===== src/rtl/atc_runway_scheduler_pkg.sv =====
// Shared types for the BobATC runway scheduler: reply messages, FSM states and grant sources.
package atc_runway_scheduler_pkg;

   typedef enum logic [2:0] {
      T_HOLD   = 3'd0,
      T_CLEAR  = 3'd1,
      T_DIVERT = 3'd2
   } msg_type_t;

   typedef enum logic [1:0] {
      S_NORMAL,
      S_EMERG_PEND,
      S_EMERG_LAND
   } sched_state_t;

   typedef enum logic [1:0] {
      G_NONE,
      G_EMERG,
      G_LAND,
      G_TAKEOFF
   } grant_src_t;

   function automatic int rw_width(input int n);
      return (n > 1) ? $clog2(n) : 1;
   endfunction

endpackage


===== src/rtl/atc_runway_scheduler_if.sv =====
// Request, release and reply handshake bundle between the decoder, the scheduler and the reply path.
interface atc_runway_scheduler_if
   import atc_runway_scheduler_pkg::*;
#(
   parameter int NUM_RUNWAYS = 2,
   parameter int ID_W        = 4
);
   localparam int RW_W = rw_width(NUM_RUNWAYS);

   logic            req_valid;
   logic            req_ready;
   logic [ID_W-1:0] req_id;
   logic            req_kind;
   logic            req_emergency;
   logic            rel_valid;
   logic [RW_W-1:0] rel_runway;
   logic            reply_valid;
   logic            reply_ready;
   msg_type_t       reply_type;
   logic [ID_W-1:0] reply_id;
   logic [RW_W-1:0] reply_runway;
   logic            reply_takeoff;

   modport master (
      output req_valid, req_id, req_kind, req_emergency, rel_valid, rel_runway, reply_ready,
      input  req_ready, reply_valid, reply_type, reply_id, reply_runway, reply_takeoff
   );

   modport slave (
      input  req_valid, req_id, req_kind, req_emergency, rel_valid, rel_runway, reply_ready,
      output req_ready, reply_valid, reply_type, reply_id, reply_runway, reply_takeoff
   );

endinterface


===== src/rtl/atc_id_queue.sv =====
// Plane-id FIFO with modulo-DEPTH pointers, so any depth works, not only powers of two.
module atc_id_queue #(
   parameter int WIDTH = 4,
   parameter int DEPTH = 15
) (
   input  logic                         clock,
   input  logic                         reset_n,
   input  logic                         push,
   input  logic                         pop,
   input  logic [WIDTH-1:0]             din,
   output logic [WIDTH-1:0]             head,
   output logic [$clog2(DEPTH+1)-1:0]   count,
   output logic                         full,
   output logic                         empty
);
   localparam int PW = (DEPTH > 1) ? $clog2(DEPTH) : 1;
   localparam int CW = $clog2(DEPTH + 1);

   logic [WIDTH-1:0] mem [DEPTH];
   logic [PW-1:0]    rd_ptr;
   logic [PW-1:0]    wr_ptr;
   logic             do_push;
   logic             do_pop;

   function automatic logic [PW-1:0] wrap_inc(input logic [PW-1:0] p);
      return (p == PW'(DEPTH - 1)) ? '0 : p + 1'b1;
   endfunction

   assign full    = (count == CW'(DEPTH));
   assign empty   = (count == '0);
   assign head    = mem[rd_ptr];
   assign do_push = push && !full;
   assign do_pop  = pop && !empty;

   always_ff @(posedge clock or negedge reset_n) begin
      if (!reset_n) begin
         rd_ptr <= '0;
         wr_ptr <= '0;
         count  <= '0;
      end else begin
         if (do_push) wr_ptr <= wrap_inc(wr_ptr);
         if (do_pop)  rd_ptr <= wrap_inc(rd_ptr);
         if (do_push && !do_pop)      count <= count + 1'b1;
         else if (do_pop && !do_push) count <= count - 1'b1;
      end
   end

   always_ff @(posedge clock) begin
      if (do_push) mem[wr_ptr] <= din;
   end

endmodule


===== src/rtl/atc_runway_scheduler.sv =====
// Runway allocator: queues takeoff/landing requests, grants free runways with landing priority
// under a burst limit, handles one emergency at a time, and emits one reply per event.
module atc_runway_scheduler
   import atc_runway_scheduler_pkg::*;
#(
   parameter int NUM_RUNWAYS = 2,
   parameter int QUEUE_DEPTH = 15,
   parameter int ID_W        = 4,
   parameter int LAND_BURST  = 3
) (
   input  logic                    clock,
   input  logic                    reset_n,
   atc_runway_scheduler_if.slave   bus,
   output logic [NUM_RUNWAYS-1:0]  runway_occupied,
   output logic                    emergency_active
);
   localparam int RW_W = rw_width(NUM_RUNWAYS);
   localparam int CW   = $clog2(QUEUE_DEPTH + 1);
   localparam int BW   = $clog2(LAND_BURST + 1);

   sched_state_t     state, state_next;
   grant_src_t       src;
   logic [ID_W-1:0]  emerg_id;
   logic [RW_W-1:0]  emerg_rw;
   logic [BW-1:0]    burst;
   logic [RW_W-1:0]  free_rw;
   logic             any_free, slot_free, grant_now, accept;
   logic [NUM_RUNWAYS-1:0] rel_mask, grant_mask;

   logic             land_push, land_pop, land_full, land_empty;
   logic             to_push, to_pop, to_full, to_empty;
   logic [ID_W-1:0]  land_head, to_head;
   logic [CW-1:0]    land_count, to_count;
   logic             unused_counts;

   logic             ld;
   msg_type_t        nxt_type;
   logic [ID_W-1:0]  nxt_id;
   logic [RW_W-1:0]  nxt_rw;
   logic             nxt_to;

   atc_id_queue #(.WIDTH(ID_W), .DEPTH(QUEUE_DEPTH)) u_land (
      .clock(clock), .reset_n(reset_n), .push(land_push), .pop(land_pop), .din(bus.req_id),
      .head(land_head), .count(land_count), .full(land_full), .empty(land_empty)
   );

   atc_id_queue #(.WIDTH(ID_W), .DEPTH(QUEUE_DEPTH)) u_takeoff (
      .clock(clock), .reset_n(reset_n), .push(to_push), .pop(to_pop), .din(bus.req_id),
      .head(to_head), .count(to_count), .full(to_full), .empty(to_empty)
   );

   assign unused_counts = ^{land_count, to_count};

   always_comb begin
      free_rw  = '0;
      any_free = 1'b0;
      for (int i = NUM_RUNWAYS - 1; i >= 0; i--) begin
         if (!runway_occupied[i]) begin
            free_rw  = RW_W'(i);
            any_free = 1'b1;
         end
      end
   end

   // A pending emergency blocks every normal grant until it is itself granted.
   always_comb begin
      src = G_NONE;
      if (state == S_EMERG_PEND)
         src = G_EMERG;
      else if (!land_empty && !(burst == BW'(LAND_BURST) && !to_empty))
         src = G_LAND;
      else if (!to_empty)
         src = G_TAKEOFF;
   end

   assign slot_free        = !bus.reply_valid || bus.reply_ready;
   assign grant_now        = slot_free && any_free && (src != G_NONE);
   assign bus.req_ready    = reset_n && slot_free && !grant_now;
   assign accept           = bus.req_valid && bus.req_ready;
   assign land_push        = accept && !bus.req_emergency && bus.req_kind && !land_full;
   assign to_push          = accept && !bus.req_emergency && !bus.req_kind && !to_full;
   assign land_pop         = grant_now && (src == G_LAND);
   assign to_pop           = grant_now && (src == G_TAKEOFF);
   assign emergency_active = (state != S_NORMAL);

   always_comb begin
      for (int i = 0; i < NUM_RUNWAYS; i++) begin
         rel_mask[i]   = bus.rel_valid && (bus.rel_runway == RW_W'(i));
         grant_mask[i] = grant_now && (free_rw == RW_W'(i));
      end
   end

   always_comb begin
      state_next = state;
      unique case (state)
         S_NORMAL:     if (accept && bus.req_emergency) state_next = S_EMERG_PEND;
         S_EMERG_PEND: if (grant_now) state_next = S_EMERG_LAND;
         S_EMERG_LAND: if (bus.rel_valid && bus.rel_runway == emerg_rw) state_next = S_NORMAL;
         default:      state_next = S_NORMAL;
      endcase
   end

   always_comb begin
      ld       = 1'b0;
      nxt_type = T_HOLD;
      nxt_id   = bus.req_id;
      nxt_rw   = '0;
      nxt_to   = 1'b0;
      if (grant_now) begin
         ld       = 1'b1;
         nxt_type = T_CLEAR;
         nxt_rw   = free_rw;
         unique case (src)
            G_EMERG: nxt_id = emerg_id;
            G_LAND:  nxt_id = land_head;
            default: begin
               nxt_id = to_head;
               nxt_to = 1'b1;
            end
         endcase
      end else if (accept) begin
         ld = 1'b1;
         if (bus.req_emergency)
            nxt_type = (state == S_NORMAL) ? T_HOLD : T_DIVERT;
         else if (bus.req_kind)
            nxt_type = land_full ? T_DIVERT : T_HOLD;
         else
            nxt_type = to_full ? T_DIVERT : T_HOLD;
      end
   end

   always_ff @(posedge clock or negedge reset_n) begin
      if (!reset_n) begin
         state             <= S_NORMAL;
         runway_occupied   <= '0;
         burst             <= '0;
         bus.reply_valid   <= 1'b0;
         bus.reply_type    <= T_HOLD;
         bus.reply_id      <= '0;
         bus.reply_runway  <= '0;
         bus.reply_takeoff <= 1'b0;
      end else begin
         state           <= state_next;
         runway_occupied <= (runway_occupied & ~rel_mask) | grant_mask;
         if (to_pop || to_empty)
            burst <= '0;
         else if (land_pop && burst != BW'(LAND_BURST))
            burst <= burst + 1'b1;
         if (ld) begin
            bus.reply_valid   <= 1'b1;
            bus.reply_type    <= nxt_type;
            bus.reply_id      <= nxt_id;
            bus.reply_runway  <= nxt_rw;
            bus.reply_takeoff <= nxt_to;
         end else if (bus.reply_ready) begin
            bus.reply_valid <= 1'b0;
         end
      end
   end

   always_ff @(posedge clock) begin
      if (accept && bus.req_emergency && state == S_NORMAL) emerg_id <= bus.req_id;
      if (grant_now && src == G_EMERG) emerg_rw <= free_rw;
   end

endmodule


===== src/flat_wrapper.sv =====
// flat-port wrapper written by rule: the top's interface ports become plain ports
module atc_runway_scheduler_flat import atc_runway_scheduler_pkg::*;
#(
   parameter int NUM_RUNWAYS = 2,
   parameter int QUEUE_DEPTH = 15,
   parameter int ID_W        = 4,
   parameter int LAND_BURST  = 3
)
  (clock, reset_n, runway_occupied, emergency_active, bus_req_valid, bus_req_id, bus_req_kind, bus_req_emergency, bus_rel_valid, bus_rel_runway, bus_reply_ready, bus_req_ready, bus_reply_valid, bus_reply_type, bus_reply_id, bus_reply_runway, bus_reply_takeoff);
  atc_runway_scheduler_if #(.NUM_RUNWAYS(NUM_RUNWAYS), .ID_W(ID_W)) bus_i ();
  input  logic clock;
  input  logic reset_n;
  output logic [NUM_RUNWAYS-1:0] runway_occupied;
  output logic emergency_active;
  input wire logic [$bits(bus_i.req_valid)-1:0] bus_req_valid;
  input wire logic [$bits(bus_i.req_id)-1:0] bus_req_id;
  input wire logic [$bits(bus_i.req_kind)-1:0] bus_req_kind;
  input wire logic [$bits(bus_i.req_emergency)-1:0] bus_req_emergency;
  input wire logic [$bits(bus_i.rel_valid)-1:0] bus_rel_valid;
  input wire logic [$bits(bus_i.rel_runway)-1:0] bus_rel_runway;
  input wire logic [$bits(bus_i.reply_ready)-1:0] bus_reply_ready;
  output wire logic [$bits(bus_i.req_ready)-1:0] bus_req_ready;
  output wire logic [$bits(bus_i.reply_valid)-1:0] bus_reply_valid;
  output wire logic [$bits(bus_i.reply_type)-1:0] bus_reply_type;
  output wire logic [$bits(bus_i.reply_id)-1:0] bus_reply_id;
  output wire logic [$bits(bus_i.reply_runway)-1:0] bus_reply_runway;
  output wire logic [$bits(bus_i.reply_takeoff)-1:0] bus_reply_takeoff;
  assign bus_i.req_valid = bus_req_valid;
  assign bus_i.req_id = bus_req_id;
  assign bus_i.req_kind = bus_req_kind;
  assign bus_i.req_emergency = bus_req_emergency;
  assign bus_i.rel_valid = bus_rel_valid;
  assign bus_i.rel_runway = bus_rel_runway;
  assign bus_i.reply_ready = bus_reply_ready;
  assign bus_req_ready = bus_i.req_ready;
  assign bus_reply_valid = bus_i.reply_valid;
  assign bus_reply_type = bus_i.reply_type;
  assign bus_reply_id = bus_i.reply_id;
  assign bus_reply_runway = bus_i.reply_runway;
  assign bus_reply_takeoff = bus_i.reply_takeoff;
  atc_runway_scheduler #(.NUM_RUNWAYS(NUM_RUNWAYS), .QUEUE_DEPTH(QUEUE_DEPTH), .ID_W(ID_W), .LAND_BURST(LAND_BURST)) u_core (.clock(clock), .reset_n(reset_n), .bus(bus_i), .runway_occupied(runway_occupied), .emergency_active(emergency_active));
endmodule

===== config.mk =====
export PLATFORM = sky130hd
export DESIGN_NAME = atc_runway_scheduler_flat
export DESIGN_NICKNAME = d
export VERILOG_FILES = /design/src/rtl/atc_runway_scheduler_pkg.sv /design/src/rtl/atc_runway_scheduler_if.sv /design/src/rtl/atc_id_queue.sv /design/src/rtl/atc_runway_scheduler.sv /design/src/flat_wrapper.sv
export SDC_FILE = /design/constraint.sdc
export NUM_CORES = 1
export LEC_CHECK = 0
export ABC_AREA = 0
export BUFFER_PORTS_ARGS = -buffer_cell sky130_fd_sc_hd__buf_2
export CORE_MARGIN = 2
export CORE_UTILIZATION = 46
export DETAILED_ROUTE_END_ITERATION = 10
export PLACE_DENSITY = 0.73
export SYNTH_ARGS = -nofsm -noshare
export SYNTH_HDL_FRONTEND = slang
export SYNTH_HIERARCHICAL = 1
export SYNTH_SLANG_ARGS = --single-unit

===== constraint.sdc =====
create_clock -name clock -period 3.68 [get_ports clock]
set_input_delay 0.736 -clock clock [delete_from_list [all_inputs] [get_ports clock]]
set_output_delay 0.736 -clock clock [all_outputs]
set_load 0.1 [all_outputs]

==> metrics.txt <==
IO buf count=24; CTS tree=done; sw power=between 2000 and 3000 uW; Area Overhead vs Synth=13.6%; starting density of the core=0.464; status=finished clean; PD cells=781 nW/um^2; Critical Path, Cell by Cell=nor4_2, and2_4, a211o_2, nand2_1, nor4_4, nand2_1, inv_1, ha_1, inv_1, ha_1, a21o_1, a2111oi_1, o31ai_1; syn avg cell area=14.5 sq um; asr flop ratio synth=0.238; antenna cells=0; M3 GR Usage=0.0332; Reg2Reg Depth=13; part of the power in combinational logic=0.341; Yosys top cell by area=edfxtp_1; Vias/cell=5.82; CP Class=reg -> reg; clock buffer depth=2; number of clock sinks=164; worst stage delay on the critical path=0.47 ns; Crit. path cell count=13; Setup-failing EPs final=0; DR iter-0 viols=439; # nets final=560; Row Count=46; max cap viols=0; CTS H-Tree Depth=4; final worst hold slack=around 0.11 ns; final hold viol count=0; sw frac=0.388; layout cells sized above 1=0.190; die area=16,900 sq um; crit path time final=approximately 3.5 ns; Synth Net Count=523; largest cells by area after synthesis=edfxtp_1 51%, dfrtp_1 13%, mux4_1 5.8%, mux4_2 2.5%, nand2_1 2.1%; GR Overflow Total=0; crit-path max FO=6; io pins=26; post-DP HPWL=9880 um; crit path buf inv count=2; Crit. End Element=register; CP Launch Point=u_core/u_land/count[0]; CP top delay family=simple AND/OR/NAND/NOR gates; power share of the clock group=0.261; headroom to the max-slew limit=0.424; Max Clk Rate=283 MHz; Fill cells=around 1,300; DR WL/cell=a little under 20 um; Final TNS setup=0 ns; antenna violations before repair=0; Placed Instances=736; Static Leakage=0.00301 uW; Core Util, Final=0.528; worst-margin pin slew=0.865 ns; pin count of the biggest net entering global routing=40; mapped cell area=7300 sq um; overall die width=about 130 um; GPL Wtd Cong=0.855; WL final=15,000 um; Layout Cells excl Fill=768; Yosys reg bits=roughly 160; CTS Hold Bufs=0; worst hold path type=in -> async; EDFF count, synth=125; Most Used Layer, Global Route=met2; Flop pwr share=0.398; post-synthesis sequential area ratio=0.648; post-synth top area share=0.514; met1 usage=0.244; met2 usage=0.305; Mapped Cells=502; Critical R2R Launch=u_core/u_land/count[0]; Netlist cell types=52; Final Cycle Share=0.961; DRC errors left=0; Power Internal=a little under 4000 uW; Final ANT Viol Nets=0; Crit path arrival time=~3.8 ns; via count=approximately 4,500; TritonCTS buffer count=17; gr usage total=0.186; Initial DRT Pass Iterations=5; Worst Setup Start Kind=register; first-pass GRT wire length=23,300 um; Die Ht=around 130 um; Top FF cell, synth=edfxtp_1; worst skew pair latency=0.42 ns; Final Skew=between 0.004 and 0.005 ns; Syn. warnings=6; CTS root buffer=clkbuf_16; peak supply drop=approximately 570 uV; CTS clk-pin slew, worst paths=0.06 ns; RSZ-0062 raised after global routing=no; area taken by multi-input logic gates=2380 sq um; Critical Path RT=3.97 ns; Pins Over Slew Limit=0; vias in the first global route=4,413; Crit-path slowest cell=dfrtp_1; FF+latch area=roughly 4700 sq um; core area=15,700 sq um
through the flow:
stage | power, uW | setup WS, ns | cell area [sq um]
finish | 6480 | 0.144 | 8290
global route | 6800 | 0.0208 | 8290
CTS | 6470 | 0.0145 | 8250
detailed placement | 4750 | 0.0143 | 7680
global placement | 4650 | 0.170 | 7680
floorplan | 4300 | 0.0111 | 7300
cells in the final DEF, fill, tap and decap left out, types with 4 or more instances in the layout:
cell type and instances:
nor2_1 26, xnor2_1 4, mux2i_1 14, nand3_1 7, mux4_2 8, nor2b_1 11
clkinv_4 4, a311oi_1 4, a211oi_1 4, clkbuf_16 17, mux4_1 16, dfrtp_1 39
buf_2 24, o31ai_1 4, nor3_1 17, inv_6 6, o211ai_1 9, nand4_1 4
inv_1 12, nor4_1 11, nand2_1 40, a21o_1 8, a21oi_1 18, nor3b_1 4
o22ai_1 4, o21ai_0 21, and3_1 4, edfxtp_1 125, ha_1 7, a22oi_1 8
buf_4 23, nand2b_1 6, mux2_2 5
final timing paths:
kind	endpoint	slack [ns]
setup reg to reg	u_core/u_takeoff/count[3]	0.14
hold reg to reg	u_core/bus.reply_takeoff	0.47
hold / removal	u_core/state[0]	0.11
setup / recovery	u_core/u_takeoff/count[3]	0.14
max in group asynchronous	u_core/u_land/wr_ptr[3]	2.85
min in group clock	u_core/bus.reply_takeoff	0.47
cells in the mapped netlist (2+ instances only):
library cell and number:
nand3b_1 2, a311oi_1 4, nor2_1 26, o211ai_1 9, buf_2 7, edfxtp_1 125
mux4_1 16, nor3b_1 4, a22oi_1 8, o22ai_1 4, a21oi_1 18, nand2b_1 6
a211oi_1 4, a22o_1 2, mux2i_1 14, fa_1 2, inv_1 12, o41a_1 2
a2111oi_0 2, nor3_1 17, xnor2_1 4, nor2b_1 11, nand2_1 40, and2_1 3
buf_12 2, nand4_1 4, a22o_2 2, o31ai_1 4, o21ai_1 3, a21o_1 8
mux4_2 8, clkbuf_1 15, buf_6 4, nor4_1 14, nand3_1 7, and3_1 4
and2b_2 2, o21ai_0 21, mux2_2 5, ha_1 7, dfrtp_1 39
flip-flops by register name, indices dropped and copies added, names as in the netlist:
register / cells
u_core/u_land/mem: 60
u_core/u_takeoff/mem: 60
u_core/bus.reply_id: 4
u_core/emerg_id: 4
u_core/u_land/count: 4
u_core/u_land/rd_ptr: 4
u_core/u_land/wr_ptr: 4
u_core/u_takeoff/count: 4
u_core/u_takeoff/rd_ptr: 4
u_core/u_takeoff/wr_ptr: 4
u_core/burst: 2
u_core/bus.reply_type: 2
u_core/runway_occupied: 2
u_core/state: 2
u_core/bus.reply_runway: 1
u_core/bus.reply_takeoff: 1
u_core/bus.reply_valid: 1
u_core/emerg_rw: 1
final cells by class:
type / count / area share
Clock buffer: 17 / 0.0513
Clock inverter: 15 / 0.0175
Inverter: 12 / 0.00543
Multi-Input combinational cell: 297 / 0.288
Sequential cell: 164 / 0.570
Tap cell: 216 / 0.0326
Timing Repair Buffer: 47 / 0.0353
kinds of logic (layout without fill, tap and decap cells):
kind of cell               Yosys count  in the layout  share of synthesized area
other                                1              1                   0.000514
and+or+nand+nor                    144            144                     0.0991
adders and majority gates            9              9                     0.0175
AOI/OAI and AO/OA                   95             95                     0.0883
DFF                                164            164                      0.648
buffers and inverters               41             91                     0.0314
xor gates and xnor gates             5              5                    0.00600
muxes                               43             43                      0.109
power groups by stage:
stage               clock, uW  combinational, uW  sequential (uW)
finish                   1690               2210             2580
CTS                      1720               2180             2570
detailed placement          0               2150             2600
floorplan                   0               1550             2750
global placement            0               2080             2580
global route             1800               2380             2630
timing repair:
item | CTS | global route
setup buffers | 0 | 0
endpoints found under the setup margin | 1 | 2
gates resized for setup | 1 | 7
pin swaps | 0 | 0
layer usage:
metal	routed length (um)	part of all wire
met1	6520	0.44
met2	7520	0.50
met3	660	0.044
met4	282	0.019
met5	0	0
(Power assumes the default switching activity.)
